<file path="config.mk">
export PLATFORM = sky130hd
export DESIGN_NAME = status_cond_unit
export DESIGN_NICKNAME = d
export VERILOG_FILES = /design/src/rtl/status_cond_unit.sv
export SDC_FILE = /design/constraint.sdc
export NUM_CORES = 1
export LEC_CHECK = 0
export BUFFER_PORTS_ARGS = -buffer_cell sky130_fd_sc_hd__buf_4
export CAP_MARGIN = 40
export CORE_AREA = 2 2 46 48
export CTS_CLUSTER_DIAMETER = 40
export CTS_CLUSTER_SIZE = 12
export DETAILED_ROUTE_END_ITERATION = 10
export DIE_AREA = 0 0 48 50
export PLACE_DENSITY = 0.73
export SETUP_SLACK_MARGIN = 0.2
export SLEW_MARGIN = 20
export SYNTH_ARGS = -nofsm -noshare
export SYNTH_HDL_FRONTEND = slang
export SYNTH_SLANG_ARGS = --single-unit
</file>
<file path="constraint.sdc">
create_clock -name clk -period 2 [get_ports clk]
set_input_delay 0.3 -clock clk [delete_from_list [all_inputs] [get_ports clk]]
set_output_delay 0.3 -clock clk [all_outputs]
set_load 0.01 [all_outputs]
</file>
<file path="src/rtl/status_cond_unit.sv">
// Architectural status register {N,Z,C,V} plus ARM condition-code evaluation for ID.
// Define STATUS_BYPASS_EN to forward EXE statusIn into the evaluation instead of stalling.
module status_cond_unit #(
  parameter int CNT_W = 8
) (
  input  logic             clk,
  input  logic             rst,
  input  logic [3:0]       statusIn,
  input  logic             sUpdate,
  input  logic [3:0]       condIn,
  input  logic             idValid,
  input  logic             stall,
  input  logic             flush,
  input  logic             cntClr,
  output logic [3:0]       sr,
  output logic             carryOut,
  output logic             condPass,
  output logic             flagHazard,
  output logic [CNT_W-1:0] skipCount
);

  localparam logic [3:0] COND_AL = 4'b1110;
  localparam logic [CNT_W-1:0] CNT_MAX = {CNT_W{1'b1}};

  logic [3:0]       sr_q, sr_d;
  logic             cond_pass_q, cond_pass_d;
  logic [CNT_W-1:0] skip_q, skip_d;

  logic [3:0] flags_eff;
  logic       flag_n, flag_z, flag_c, flag_v;
  logic       pass;
  logic       hazard;
  logic       issue;

`ifdef STATUS_BYPASS_EN
  // The whole nibble is forwarded together so old and new flag bits never mix.
  assign flags_eff = sUpdate ? statusIn : sr_q;
  assign hazard    = 1'b0;
`else
  assign flags_eff = sr_q;
  assign hazard    = idValid & sUpdate & (condIn != COND_AL);
`endif

  assign {flag_n, flag_z, flag_c, flag_v} = flags_eff;

  always_comb begin
    pass = 1'b0;
    case (condIn)
      4'b0000: pass = flag_z;
      4'b0001: pass = ~flag_z;
      4'b0010: pass = flag_c;
      4'b0011: pass = ~flag_c;
      4'b0100: pass = flag_n;
      4'b0101: pass = ~flag_n;
      4'b0110: pass = flag_v;
      4'b0111: pass = ~flag_v;
      4'b1000: pass = flag_c & ~flag_z;
      4'b1001: pass = ~flag_c | flag_z;
      4'b1010: pass = (flag_n == flag_v);
      4'b1011: pass = (flag_n != flag_v);
      4'b1100: pass = ~flag_z & (flag_n == flag_v);
      4'b1101: pass = flag_z | (flag_n != flag_v);
      4'b1110: pass = 1'b1;
      default: pass = 1'b0;
    endcase
  end

  assign issue = idValid & ~stall & ~flush & ~hazard;

  always_comb begin
    sr_d        = sUpdate ? statusIn : sr_q;
    cond_pass_d = (flush | stall | hazard) ? 1'b0 : (idValid & pass);
    skip_d      = skip_q;
    if (cntClr) begin
      skip_d = '0;
    end else if (issue && !pass && (skip_q != CNT_MAX)) begin
      skip_d = skip_q + 1'b1;
    end
  end

  always_ff @(posedge clk) begin
    if (!rst) begin
      sr_q        <= 4'b0000;
      cond_pass_q <= 1'b0;
      skip_q      <= '0;
    end else begin
      sr_q        <= sr_d;
      cond_pass_q <= cond_pass_d;
      skip_q      <= skip_d;
    end
  end

  assign sr         = sr_q;
  assign carryOut   = sr_q[1];
  assign condPass   = cond_pass_q;
  assign flagHazard = hazard;
  assign skipCount  = skip_q;

endmodule
</file>
==> flow_summary.toml <==
[pwr]
power_frac_comb_pct = 31.1
power_frac_clock_pct = 26.0
p_int_uw = 444.2
p_sw_share_pct = 29.48
irDropWorstVdd_v = 0.0004165
cellPowerDensity_mw_per_mm2 = 490.6
p_total_uw = 629.8
leakagePower_nw = 0.5418
power_frac_seq_pct = 42.9
switchingPower_uw = 185.7

[sta]
fmax_mhz = 511.2
rsz0062_at_grt = "true"
min_period_ns = 1.956
slew_headroom_pct = 74.82
setup_viol = 0
clock_skew_ns = 0.004868
tightest_slew_ns = 0.3742
maxSlewViolCount = 0
post-route-period-util_pct = 97.81
hold_violations = 0

[setup_path]
cp.required_ns = 2.22
worst_r2r_startpoint = "sr[2]"
cp_num_buf_inv = 1
cp_top_family = "simple AND/OR/NAND/NOR gates"
worst_path_largest_cell_delay_ns = 0.52
critPathMaxFanout = 6
arrival_ns = 2.17
r2r_slack_ns = 0.04
worst_setup_path_start_kind = "flip-flop"
r2r_cells = 7
slowest_stage = "or4_4"
cp_cell_sequence = "and3b_1 -> a22oi_2 -> xor2_2 -> buf_6 -> o311ai_4 -> or4_4 -> a21oi_2"
rr_endpoint = "skipCount[5]"
worstSetupPathType = "reg -> reg"
endpoint_kind = "flip-flop"

[placed_design]
routabilityCongestion = 0.7690
dpl.cell_count = 155
port_buffers = 29
place_hpwl_microns = 1589

[floorplan]
placementRows = 16
fp.coreArea_sq_mm = 0.001902
dieHeight_microns = 50
start_util_pct = 44.74
ioPinCount = 30
die-area_sq_mm = 0.002400
die_w_microns = 48

[clocking]
clock-sinks = 13
cts_tree = "built"
cts_made_buffers = 3
clkLatencyLatePin_ns = 0.28
clk_pin_slew_ns = 0.08
cts_max_path_buffers = 2
ctsHtreeMaxLevel = 1
cts_hold_buf = 0
cts-root-buf = "clkbuf_4"

[synthesis]
synthesis.instances = 98
syn_avg_cell_area_sq_um = 8.682
yosys.area_share.simple_pct = 28.53
synth_area_sq_um = 850.8
synth-seq-area-share_pct = 30.59
syn-num-nets = 114
synthMuxAreaShare_pct = 4.706
synth_cell_types = 39
synth_warnings = 0
synth_top_family_by_area = "simple AND/OR/NAND/NOR gates"
ys_seq_elements = 13
synth_xor_area_share_pct = 6.029
synth_compound_area_share_pct = 20.59
synthAdderAreaFrac_pct = 1.471

[drt]
via_per_inst = 5.771
ant_nets = 0
firstDrtPassIters = 4
routed_wl_microns = 2564
drt-wirelength-per-cell_microns = 15.45
drtIter0Drc = 28
vias = 958
route.detailed.drc = 0

[min_path]
min_path_type = "in -> reg"
hold_start = "rst"
hold_end = "sr[0]"
hold_depth = 2

[cells_and_area]
fin_cells = 166
drive_gt1_share_pct = 46.76
areaGrowthSynthToFinish_pct = 50.88
final_nets = 156
fin_util_pct = 67.50
diodes = 0

[global_route]
grt-ovfl-total = 0
grt_pass1_wl_microns = 4057
grt_pass1_vias = 938
grt_max_degree = 13
grt_antenna_before_repair = 0
track_usage_pct = 23.13

[job]
drv_cap = 0

[outcome]
status = "finished, final reports clean"
[metrics by stage]
stage,hold slack [ns],cell area [sq um],worst slack (ns),setup TNS [ns]
floorplan,0.4280,852.1,0.1817,0
global placement,0.4751,1114,-0.04057,-0.08885
detailed placement,0.4891,1114,-0.1006,-0.6427
CTS,0.2876,1239,0.08630,0
global route,0.2888,1284,-0.03561,-0.09849
finish,0.2876,1284,0.04387,0
[how the worst max path moves through the flow]
stage | to | slack (ns) | start | cells after the start
global placement | skipCount[6] | -0.04 | condIn[2] | 7
global route | skipCount[5] | -0.04 | sr[2] | 7
CTS | skipCount[2] | 0.09 | sr[1] | 6
floorplan | skipCount[7] | 0.18 | condIn[3] | 7
detailed placement | skipCount[7] | -0.10 | condIn[0] | 7
finish | skipCount[5] | 0.04 | sr[2] | 7
[registers in the layout (all words and copies together), names as in the netlist]
| register | flops |
|---|---|
| condPass | 1 |
| skipCount | 8 |
| sr | 4 |
[logic make-up (layout without fill, tap and decap cells)]
kind of cell / after synthesis / count (layout)
DFF: 13 / 13
xor gates and xnor gates: 5 / 5
and+or+nand+nor: 40 / 40
buffers and inverters: 11 / 51
AOI/OAI and AO/OA: 24 / 25
adders and majority gates: 1 / 1
muxes: 4 / 4
[layout make-up]
class	instances	area [sq um]
clock buffers	4	26.28
fillers	158	618.1
inverters	3	11.26
multi-input cells	75	605.6
flip-flops and latches	13	269.0
well taps	27	33.78
repair buffers	44	337.8
[cell usage after synthesis]
library cell / count / area, sq um
buf_4: 1 / 7.510
and3b_1: 1 / 8.760
buf_6: 3 / 33.78
clkbuf_1: 2 / 7.510
inv_1: 3 / 11.26
a21oi_1: 7 / 35.03
nand2_1: 4 / 15.01
dfxtp_1: 13 / 260.3
o21ai_1: 2 / 10.01
nand3_1: 8 / 40.04
xor2_1: 3 / 26.28
o311ai_2: 1 / 16.27
nand4b_1: 1 / 8.760
buf_1: 1 / 3.750
or4b_1: 1 / 10.01
or4_1: 5 / 37.54
or3_1: 1 / 6.260
a22oi_2: 1 / 12.51
and3_1: 6 / 37.54
nor2b_1: 5 / 31.28
a31oi_1: 1 / 6.260
o31ai_1: 5 / 37.54
nand3b_1: 1 / 7.510
xnor2_1: 1 / 8.760
o311a_1: 1 / 10.01
nand2b_1: 2 / 12.51
nor3b_1: 1 / 7.510
nor4_1: 2 / 12.51
o21ai_0: 1 / 5.000
o311a_2: 1 / 11.26
a2bb2oi_1: 1 / 8.760
a211oi_1: 1 / 7.510
a21boi_0: 1 / 7.510
a22oi_1: 1 / 7.510
ha_1: 1 / 12.51
buf_2: 1 / 5.000
nor2_1: 2 / 7.510
mux2i_1: 4 / 40.04
xor2_2: 1 / 16.27
[cell usage in the layout, fill, tap and decap left out, drive strengths merged, types with 2 or more instances in the layout]
| master | synthesis | routed |
|---|---|---|
| nor2 | 2 | 2 |
| buf | 6 | 44 |
| nor4 | 2 | 2 |
| nand2b | 2 | 2 |
| o21ai | 3 | 3 |
| or4 | 5 | 5 |
| nand3 | 8 | 8 |
| inv | 3 | 3 |
| mux2i | 4 | 4 |
| o31ai | 5 | 5 |
| and3 | 6 | 6 |
| dfxtp | 13 | 13 |
| o311a | 2 | 2 |
| clkbuf | 2 | 4 |
| o311ai | 1 | 2 |
| a21oi | 7 | 7 |
| xor2 | 4 | 4 |
| nand2 | 4 | 4 |
| nor2b | 5 | 5 |
| a22oi | 2 | 2 |
[power groups by stage]
| stage | clock, mW | sequential (mW) | combinational, mW |
|---|---|---|---|
| after floorplan | 0 | 0.279 | 0.0821 |
| after global placement | 0 | 0.278 | 0.128 |
| after detailed placement | 0 | 0.278 | 0.133 |
| after CTS | 0.166 | 0.270 | 0.180 |
| after global routing | 0.184 | 0.271 | 0.206 |
| final | 0.164 | 0.270 | 0.196 |
[metal layers]
| metal | vias up | global-route usage (%) | share of wire [%] |
|---|---|---|---|
| met4 | 0 | 9.910 | 1.5 |
| met1 | 466 | 29.98 | 43 |
| met5 | - | 0 | 0 |
| met3 | 6 | 3.663 | 3.6 |
| met2 | 31 | 36.44 | 52 |
| li1 | 455 | - | - |
[repair_timing]
item,in CTS,in global routing
setup endpoints to repair,9,9
endpoints found under the hold margin,0,0
gates cloned,1,0
pin swaps,14,2
buffers inserted,6,0
gates resized for setup,8,10
Power figures use the tool's default switching activity.
